--- src/rtl/uart_rx_pkg.sv ---
// uart_rx_pkg: shared types and default parameters for the UART receive core.
//   rx_state_t           receive FSM state encoding
//   DEFAULT_DATA_BITS    default data bits per frame
//   DEFAULT_CLKS_PER_BIT default clk cycles per serial bit
package uart_rx_pkg;

    localparam int unsigned DEFAULT_DATA_BITS    = 8;
    localparam int unsigned DEFAULT_CLKS_PER_BIT = 10;

    typedef enum logic [2:0] {
        IDLE   = 3'd0,
        START  = 3'd1,
        DATA   = 3'd2,
        PARITY = 3'd3,
        STOP   = 3'd4,
        LOAD   = 3'd5
    } rx_state_t;

endpackage

--- src/rtl/uart_rx_if.sv ---
// uart_rx_if: serial line, consumer handshake and status flags of the receive core.
//   serial_in     synchronized serial line (idle high)
//   data_read     consumer has taken rx_data (single-cycle pulse)
//   rx_data       last received word
//   data_ready    rx_data holds an unread word
//   overrun_error word overwritten before it was read
//   framing_error last frame's stop bit sampled 0
//   parity_error  parity mismatch on the last frame
// master: the receive core; slave: the line/consumer side.
interface uart_rx_if
    import uart_rx_pkg::*;
#(
    parameter int unsigned DATA_BITS = DEFAULT_DATA_BITS
);
    logic                 serial_in;
    logic                 data_read;
    logic [DATA_BITS-1:0] rx_data;
    logic                 data_ready;
    logic                 overrun_error;
    logic                 framing_error;
    logic                 parity_error;

    modport master (
        input  serial_in,
        input  data_read,
        output rx_data,
        output data_ready,
        output overrun_error,
        output framing_error,
        output parity_error
    );

    modport slave (
        output serial_in,
        output data_read,
        input  rx_data,
        input  data_ready,
        input  overrun_error,
        input  framing_error,
        input  parity_error
    );
endinterface

--- src/rtl/rx_bit_timer.sv ---
// rx_bit_timer: bit-period counter producing a one-cycle registered sample_tick.
//   clk, n_rst   clock, async active-low reset
//   clear        force count to 0 and suppress the tick
//   enable       count while high
//   half         1: tick after CLKS_PER_BIT/2 cycles, 0: after CLKS_PER_BIT cycles
//   sample_tick  high for one cycle at the sample point; count wraps to 0 then
module rx_bit_timer
    import uart_rx_pkg::*;
#(
    parameter int unsigned CLKS_PER_BIT = DEFAULT_CLKS_PER_BIT
) (
    input  logic clk,
    input  logic n_rst,
    input  logic clear,
    input  logic enable,
    input  logic half,
    output logic sample_tick
);
    localparam int unsigned CNT_W = $clog2(CLKS_PER_BIT);
    // Tick is registered, so it is armed one count before the sample count.
    localparam logic [CNT_W-1:0] HALF_PRE = CNT_W'(CLKS_PER_BIT / 2 - 2);
    localparam logic [CNT_W-1:0] FULL_PRE = CNT_W'(CLKS_PER_BIT - 2);

    logic [CNT_W-1:0] cnt;
    logic [CNT_W-1:0] pre_sel;

    assign pre_sel = half ? HALF_PRE : FULL_PRE;

    // Counter and tick register.
    always_ff @(posedge clk or negedge n_rst) begin
        if (!n_rst) begin
            cnt         <= '0;
            sample_tick <= 1'b0;
        end else if (clear) begin
            cnt         <= '0;
            sample_tick <= 1'b0;
        end else if (enable) begin
            cnt         <= sample_tick ? '0 : cnt + CNT_W'(1);
            sample_tick <= !sample_tick && (cnt == pre_sel);
        end else begin
            sample_tick <= 1'b0;
        end
    end
endmodule

--- src/rtl/uart_rx_core.sv ---
// uart_rx_core: UART receiver fed by a synchronized serial line. Detects the
// start edge, samples each bit mid-period, shifts in an LSB-first word, checks
// the stop bit and presents the word with ready/overrun/framing flags.
//   clk, n_rst   clock, async active-low reset
//   bus          uart_rx_if.master (serial_in, data_read in; rx_data and flags out)
// Optional feature: define UART_RX_PARITY_EN for an even-parity bit between
// data and stop; otherwise parity_error is tied 0.
module uart_rx_core
    import uart_rx_pkg::*;
#(
    parameter int unsigned DATA_BITS    = DEFAULT_DATA_BITS,
    parameter int unsigned CLKS_PER_BIT = DEFAULT_CLKS_PER_BIT
) (
    input logic       clk,
    input logic       n_rst,
    uart_rx_if.master bus
);
    localparam int unsigned BIT_CNT_W = $clog2(DATA_BITS + 1);
    localparam logic [BIT_CNT_W-1:0] LAST_BIT = BIT_CNT_W'(DATA_BITS - 1);

    rx_state_t            state;
    rx_state_t            state_next;
    logic                 prev;
    logic [DATA_BITS-1:0] shift;
    logic [BIT_CNT_W-1:0] bit_cnt;
    logic [DATA_BITS-1:0] rx_data_q;
    logic                 data_ready_q;
    logic                 overrun_q;
    logic                 framing_q;
    logic                 sample_tick;

    logic start_edge;
    logic timer_clr;
    logic timer_en;
    logic timer_half;
    logic shift_en;
    logic load_en;
    logic framing_set;
`ifdef UART_RX_PARITY_EN
    logic parity_q;
    logic parity_chk;
`endif

    assign start_edge = (state == IDLE) && prev && !bus.serial_in;

    rx_bit_timer #(
        .CLKS_PER_BIT (CLKS_PER_BIT)
    ) u_bit_timer (
        .clk         (clk),
        .n_rst       (n_rst),
        .clear       (timer_clr),
        .enable      (timer_en),
        .half        (timer_half),
        .sample_tick (sample_tick)
    );

    // State register.
    always_ff @(posedge clk or negedge n_rst) begin
        if (!n_rst) state <= IDLE;
        else        state <= state_next;
    end

    // Next-state logic.
    always_comb begin
        state_next = state;
        case (state)
            IDLE:  if (start_edge) state_next = START;
            START: if (sample_tick) state_next = bus.serial_in ? IDLE : DATA;
            DATA: begin
                if (sample_tick && (bit_cnt == LAST_BIT)) begin
`ifdef UART_RX_PARITY_EN
                    state_next = PARITY;
`else
                    state_next = STOP;
`endif
                end
            end
`ifdef UART_RX_PARITY_EN
            PARITY: if (sample_tick) state_next = STOP;
`endif
            STOP:  if (sample_tick) state_next = bus.serial_in ? LOAD : IDLE;
            LOAD:  state_next = IDLE;
            default: state_next = IDLE;
        endcase
    end

    // Control strobes decoded from the current state.
    always_comb begin
        timer_clr   = 1'b0;
        timer_en    = 1'b0;
        timer_half  = 1'b0;
        shift_en    = 1'b0;
        load_en     = 1'b0;
        framing_set = 1'b0;
`ifdef UART_RX_PARITY_EN
        parity_chk  = 1'b0;
`endif
        case (state)
            IDLE:  timer_clr = 1'b1;
            START: begin
                timer_en   = 1'b1;
                timer_half = 1'b1;
            end
            DATA: begin
                timer_en = 1'b1;
                shift_en = sample_tick;
            end
`ifdef UART_RX_PARITY_EN
            PARITY: begin
                timer_en   = 1'b1;
                parity_chk = sample_tick;
            end
`endif
            STOP: begin
                timer_en    = 1'b1;
                framing_set = sample_tick && !bus.serial_in;
            end
            LOAD:  load_en = 1'b1;
            default: timer_clr = 1'b1;
        endcase
    end

    // Edge detector, shift register and bit counter.
    always_ff @(posedge clk or negedge n_rst) begin
        if (!n_rst) begin
            prev    <= 1'b1;
            shift   <= '0;
            bit_cnt <= '0;
        end else begin
            prev <= bus.serial_in;
            if (start_edge) begin
                bit_cnt <= '0;
            end else if (shift_en) begin
                shift   <= {bus.serial_in, shift[DATA_BITS-1:1]};
                bit_cnt <= bit_cnt + BIT_CNT_W'(1);
            end
        end
    end

    // Output word and status flags; a LOAD coinciding with data_read leaves
    // the word ready and raises no overrun.
    always_ff @(posedge clk or negedge n_rst) begin
        if (!n_rst) begin
            rx_data_q    <= '0;
            data_ready_q <= 1'b0;
            overrun_q    <= 1'b0;
            framing_q    <= 1'b0;
        end else begin
            if (load_en) begin
                rx_data_q    <= shift;
                data_ready_q <= 1'b1;
            end else if (bus.data_read) begin
                data_ready_q <= 1'b0;
            end

            if (bus.data_read) overrun_q <= 1'b0;
            else if (load_en && data_ready_q) overrun_q <= 1'b1;

            if (start_edge)       framing_q <= 1'b0;
            else if (framing_set) framing_q <= 1'b1;
        end
    end

`ifdef UART_RX_PARITY_EN
    // Even parity over data and parity bit; a mismatch still loads the word.
    always_ff @(posedge clk or negedge n_rst) begin
        if (!n_rst) begin
            parity_q <= 1'b0;
        end else if (start_edge) begin
            parity_q <= 1'b0;
        end else if (parity_chk) begin
            parity_q <= ^{shift, bus.serial_in};
        end
    end

    assign bus.parity_error = parity_q;
`else
    assign bus.parity_error = 1'b0;
`endif

    assign bus.rx_data       = rx_data_q;
    assign bus.data_ready    = data_ready_q;
    assign bus.overrun_error = overrun_q;
    assign bus.framing_error = framing_q;
endmodule

--- src/flat_wrapper.sv ---
// flat-port wrapper written by rule: the top's interface ports become plain ports
module uart_rx_core_flat import uart_rx_pkg::*;
#(
    parameter int unsigned DATA_BITS    = DEFAULT_DATA_BITS,
    parameter int unsigned CLKS_PER_BIT = DEFAULT_CLKS_PER_BIT
)
  (clk, n_rst, bus_serial_in, bus_data_read, bus_rx_data, bus_data_ready, bus_overrun_error, bus_framing_error, bus_parity_error);
  uart_rx_if #(.DATA_BITS(DATA_BITS)) bus_i ();
  input logic clk;
  input logic n_rst;
  input wire logic [$bits(bus_i.serial_in)-1:0] bus_serial_in;
  input wire logic [$bits(bus_i.data_read)-1:0] bus_data_read;
  output wire logic [$bits(bus_i.rx_data)-1:0] bus_rx_data;
  output wire logic [$bits(bus_i.data_ready)-1:0] bus_data_ready;
  output wire logic [$bits(bus_i.overrun_error)-1:0] bus_overrun_error;
  output wire logic [$bits(bus_i.framing_error)-1:0] bus_framing_error;
  output wire logic [$bits(bus_i.parity_error)-1:0] bus_parity_error;
  assign bus_i.serial_in = bus_serial_in;
  assign bus_i.data_read = bus_data_read;
  assign bus_rx_data = bus_i.rx_data;
  assign bus_data_ready = bus_i.data_ready;
  assign bus_overrun_error = bus_i.overrun_error;
  assign bus_framing_error = bus_i.framing_error;
  assign bus_parity_error = bus_i.parity_error;
  uart_rx_core #(.DATA_BITS(DATA_BITS), .CLKS_PER_BIT(CLKS_PER_BIT)) u_core (.clk(clk), .n_rst(n_rst), .bus(bus_i));
endmodule
--- config.mk ---
export PLATFORM = sky130hd
export DESIGN_NAME = uart_rx_core_flat
export DESIGN_NICKNAME = d
export VERILOG_FILES = /design/src/rtl/uart_rx_pkg.sv /design/src/rtl/uart_rx_if.sv /design/src/rtl/rx_bit_timer.sv /design/src/rtl/uart_rx_core.sv /design/src/flat_wrapper.sv
export SDC_FILE = /design/constraint.sdc
export NUM_CORES = 1
export LEC_CHECK = 0
export CORE_MARGIN = 2
export CORE_UTILIZATION = 40
export DETAILED_ROUTE_END_ITERATION = 10
export SETUP_SLACK_MARGIN = 0.5
export SLEW_MARGIN = 30
export SYNTH_ARGS = -nofsm -noshare
export SYNTH_HDL_FRONTEND = slang
export SYNTH_SLANG_ARGS = --single-unit
--- constraint.sdc ---
create_clock -name clk -period 2.9 [get_ports clk]
set_input_delay 0.725 -clock clk [delete_from_list [all_inputs] [get_ports clk]]
set_output_delay 0.725 -clock clk [all_outputs]
set_load 0.01 [all_outputs]
---- After elaboration in Yosys (flattened, before gate mapping) ----
Cells that the tools add are included.
W data, S select, Z words.
storage, ports and cells
  output and inout port bits .............. 12
  bits in latches ......................... 0
  memories kept ........................... 0
  input port bits ......................... 4
  bits in writable memories ............... 0
  ROM bits ................................ 0
  register bits ........................... 32
cells by class
  divide/modulo/power cells ............... 0
  multiply operators ...................... 0
  bitwise logic cells ..................... 1
  shift operators ......................... 0
  mux-type cells .......................... 26
  magnitude comparators ................... 0
  reductions and logical operators ........ 17
  equality and inequality tests ........... 11
  $add $sub $neg .......................... 2
operator list
  kind                   count
  $mux W4                6
  $mux W3                5
  $mux W1                13
  $pmux W3 S4            1
  $add A4 B1 Y4 const B  2
  $reduce_bool A2 Y1     4
  $eq A3 B3 Y1 const B   2
  $logic_and A1 B1 Y1    6
  $ne A2 B1 Y1 const B   3
  $eq A4 B3 Y1 const B   1
  $eq A4 B4 Y1           1
  $ne A2 B2 Y1 const B   2
  $reduce_and A4 Y1      1
  $reduce_or A4 Y1       1
  $eq A3 B1 Y1 const B   1
  $eq A3 B2 Y1 const B   1
  $logic_not A3 Y1       1
  $reduce_or A3 Y1       1
  $logic_not A1 Y1       2
  $mux W2                1
  $reduce_and A2 Y1      1
  $not A1 Y1             1

---- Longest topological paths before layout ----
  depth in word-level cells ............... 7
  depth in mapped cells ................... 5

---- By module ----
A second synthesis with hierarchy kept.
unflattened totals
  cell total of the unflattened synthesis .. 117
  area, all modules ....................... 1440.1 µm²
modules (own cells, without submodules)
  module        sequential area each (µm²)  area an instance (µm²)  cells an instance  instances
  uart_rx_core  676.9                       1174.9                  91                 1
  rx_bit_timer  125.1                       265.3                   26                 1

---- Worst setup path after synthesis ----
Ideal clock, no wire load.
  kind .................................... flip-flop to flip-flop
  start point ............................. reg u_core.state[0]
  end point ............................... reg u_core.shift[1]
  path buffers ............................ 2
  stages on the path, launching flop included .. 5
  data arrival time ....................... 1282 ps
  path slack .............................. 1491 ps
  setup time .............................. 127 ps
  clock period less this slack ............ 1409 ps
  cells stage by stage .................... dfrtp_1 -> buf_4 -> and4bb_2 -> buf_6 -> mux2_1
on the way
  word-level cells in the longest chain between the ends .. 5
  elaborated cells between the ends (all ways) .. 7
  classes of those cells .................. eq/ne (1); mux (1); bitwise (1); reduce/logical (4)
RTL lines
  item                                  RTL line             RTL
  start, declared                       uart_rx_core.sv:21   rx_state_t state;
  start signal, assigned                uart_rx_core.sv:60   else state <= state_next;
  $logic_not A3 Y1                      uart_rx_core.sv:44   assign start_edge = (state == IDLE) && prev && !bus.serial_in;
  $logic_and A1 B1 Y1 (2 in series)     uart_rx_core.sv:44
  $not A1 Y1 (no source line)           --
  $reduce_and A2 Y1 (no source line) *  --
  end signal, assigned                  uart_rx_core.sv:134  shift <= {bus.serial_in, shift[DATA_BITS-1:1]};
  end, declared                         uart_rx_core.sv:24   logic [DATA_BITS-1:0] shift;
Every way passes the cells marked *; elsewhere a longest branch is shown, timed or not.
A chain may end at the register's enable or synchronous reset.

---- Worst setup path in the final report ----
  start point ............................. reg u_core.rx_data_q[0] (netlist: u_core.bus.rx_data[0])
  end point ............................... out bus_rx_data[0]
RTL lines
  item                    RTL line             RTL
  start, declared         uart_rx_core.sv:26   logic [DATA_BITS-1:0] rx_data_q;
  start signal, assigned  uart_rx_core.sv:150  rx_data_q <= shift;
  end, declared           flat_wrapper.sv:13   output wire logic [$bits(bus_i.rx_data)-1:0] bus_rx_data;
No word-level cell between the ends.

==> reports/qor.yml <==
run_status:
  run_status: "finished clean"
cells_and_area:
  final_util_pct: 48.8
  antenna_cells: 0
  final_cell_mix: "31 x nand2_1, 31 x dfrtp_1, 14 x clkdlybuf4s50_1"
  final_area_um2: 1670
  nNetsFinal: 158
  area_growth_pct: 14.7
  drive_gt1_share_pct: 11.8
  fillers: 337
clock_tree:
  cts_tree: "built"
  cts_root_buffer: "clkbuf_4"
  post_cts_buffers: 0
  clockBufferDepth: 2
  cts-buffers-inserted: 5
  clk_latency_ps: 350
  htreeDepth: 2
  path_clk_slew_ps: 100
  cts_hold_buf: 0
  clock_sinks: 32
  ctsResizeCount: 0
pwr:
  power.density_nw_per_um2: 643
  power_leakage_uw: 0.000817
  ir_drop_mv: 0.306
routing:
  vias: 1005
  post_drt_wl_per_cell_um: 12.8
  dr.pass1.iters: 4
  drc: 0
  viasPerCell: 5.05
  drt_iter0_drc: 32
  wirelength_mm: 2.55
  detail-route-antenna-nets: 0
yosys:
  syn-mean-instance-area_um2: 10.6
  syn_inst: 137
  synthTopCellsByArea: "dfrtp_1 53%, nand2_1 8.0%, mux2_1 6.2%"
  synth_top_area_share_pct: 53.4
  ys_warn_count: 0
  seq_area_frac_synth_pct: 55.2
  synth-seq-cells: 32
  syn_area_um2: 1450
  synth_cell_types: 38
  syn_nets: 143
  yosysTopAreaCell: "dfrtp_1"
setup_path:
  worstPathRequired_ps: 2170
  worst_path_dominant_cell_family: "buffers and inverters"
  cpMaxStageDelayCell: "clkdlybuf4s50_1"
  worstSetupPathType: "register to primary output"
  critPathLaunchType: "register"
  arrival_ps: 1250
  cp_cell_sequence: "clkdlybuf4s50_1"
  slowest_delay_ps: 540
  cp-end-kind: "primary output"
  critPathMaxFanout: 2
  worst-path-buf-inv: 1
die:
  die-area_um2: 4130
  core-area_um2: 3420
  initial_core_util_pct: 42.6
  die_h_um: 64.3
  std_cell_rows: 21
  io_pins: 16
  die_w_um: 64.3
global_routing:
  grt-ovfl-total: 0
  grt_max_degree: 33
  grt_pass1_vias: 992
  grt_pass1_wl_mm: 4.65
  grt_use_total_pct: 15.3
  antenna_found_initial: 0
placement:
  placed_area_um2: 1610
  gp_congestion: 0.740
  io_buffers: 14
  dp_hpwl_mm: 1.70
timing:
  setup_viol_count_final: 0
  period_share_pct: 68.1
  setup_tns_ps: 0
  finalHoldViolations: 0
  rsz0062_at_grt: "false"
  skew_ps: 13.5
  max_freq_ghz: 0.506
  drv_slew: 0
  min_period_ps: 1970
job:
  max-cap-violations: 0
min_path:
  worstHoldPathType: "register to register"
-- metrics by stage --
stage | hold WS, ps | worst slack, ps | total power (uW) | cells
after global routing | 525 | 842 | 1150 | 199
final | 475 | 925 | 1070 | 199
after floorplan | 429 | 1490 | 762 | 137
after CTS | 481 | 895 | 1090 | 199
after global placement | 448 | 999 | 806 | 191
after detailed placement | 454 | 936 | 812 | 191
-- where the power goes --
group	leakage [uW]	internal, uW	switching [uW]
sequential	0.000437	490	67.2
combinational	0.000342	110	133
clock	0.0000380	115	156
-- layer usage --
layer,GRT usage [%],vias up,share of wire [%]
met3,6.34,7,4.4
met2,22.0,17,46
met1,19.3,482,47
li1,-,499,-
met5,0,-,0
met4,8.51,0,2.6
-- state kept, by name, indices dropped and copies added, names as in the netlist --
signal and count:
u_core.shift 8, u_core.prev 1, u_core.bit_cnt 4, u_core.bus.overrun_error 1, u_core.bus.framing_error 1, u_core.state 3, u_core.bus.data_ready 1, u_core.u_bit_timer.cnt 4
u_core.u_bit_timer.sample_tick 1, u_core.bus.rx_data 8
-- cells by family (layout without fill, tap and decap cells) --
kind of cell / after synthesis / count (layout) / synth area share (%)
xor gates and xnor gates: 2 / 2 / 1.21
and+or+nand+nor: 53 / 53 / 18.1
adders and majority gates: 2 / 2 / 1.72
AOI/OAI and AO/OA: 23 / 23 / 10.5
other: 1 / 1 / 0.258
muxes: 10 / 10 / 7.66
DFF: 32 / 32 / 55.2
buffers and inverters: 14 / 30 / 5.42
-- cell usage after synthesis --
cell type,count
o21ai_1,7
o22ai_1,1
buf_6,2
dfrtp_1,31
nor2b_1,2
o2111ai_1,1
buf_2,3
buf_4,2
a21oi_1,3
nand3_1,1
a22o_1,1
and3b_1,1
or3b_4,1
o311ai_0,1
a31oi_1,2
mux2i_1,1
nand3b_1,1
o211ai_4,1
nand2_1,31
and4bb_2,1
and3_1,1
conb_1,1
xor2_1,2
nand4_1,1
dfstp_2,1
o21ai_0,4
a41oi_1,1
nor3_1,4
inv_2,1
mux2_1,8
nor3_2,2
or4_1,1
a21o_1,1
inv_1,6
ha_1,2
mux2_2,1
nand3_2,1
nor2_1,5
-- final cells by class --
type                    count  area, um2  share of cell area, %
flip-flops and latches     32        802                   48.1
multi-input cells          91        573                   34.4
repair buffers             15        148                   8.85
well taps                  46       57.6                   3.45
clock buffers               6       51.3                   3.08
inverters                   7       26.3                   1.58
clock inverters             2       10.0                  0.600
-- path summary, 6_finish.rpt --
path                                              startpoint                                end  slack [ps]  cells after the start
setup / recovery           u_core.bus.rx_data[0]$_DFFE_PN0P_                     bus_rx_data[0]         930                      1
hold / removal                   u_core.shift[0]$_DFFE_PN0P_  u_core.bus.rx_data[0]$_DFFE_PN0P_         470                      2
setup reg to reg                 u_core.state[2]$_DFFE_PN0P_      u_core.bit_cnt[0]$_DFFE_PN0P_        1250                      3
hold reg to reg                  u_core.shift[0]$_DFFE_PN0P_  u_core.bus.rx_data[0]$_DFFE_PN0P_         470                      2
max in group asynchronous                              n_rst              u_core.prev$_DFF_PN1_        1810                      2
min in group asynchronous                              n_rst  u_core.bus.rx_data[5]$_DFFE_PN0P_         770                      2
Note: power is estimated with default switching activity, not from simulation.
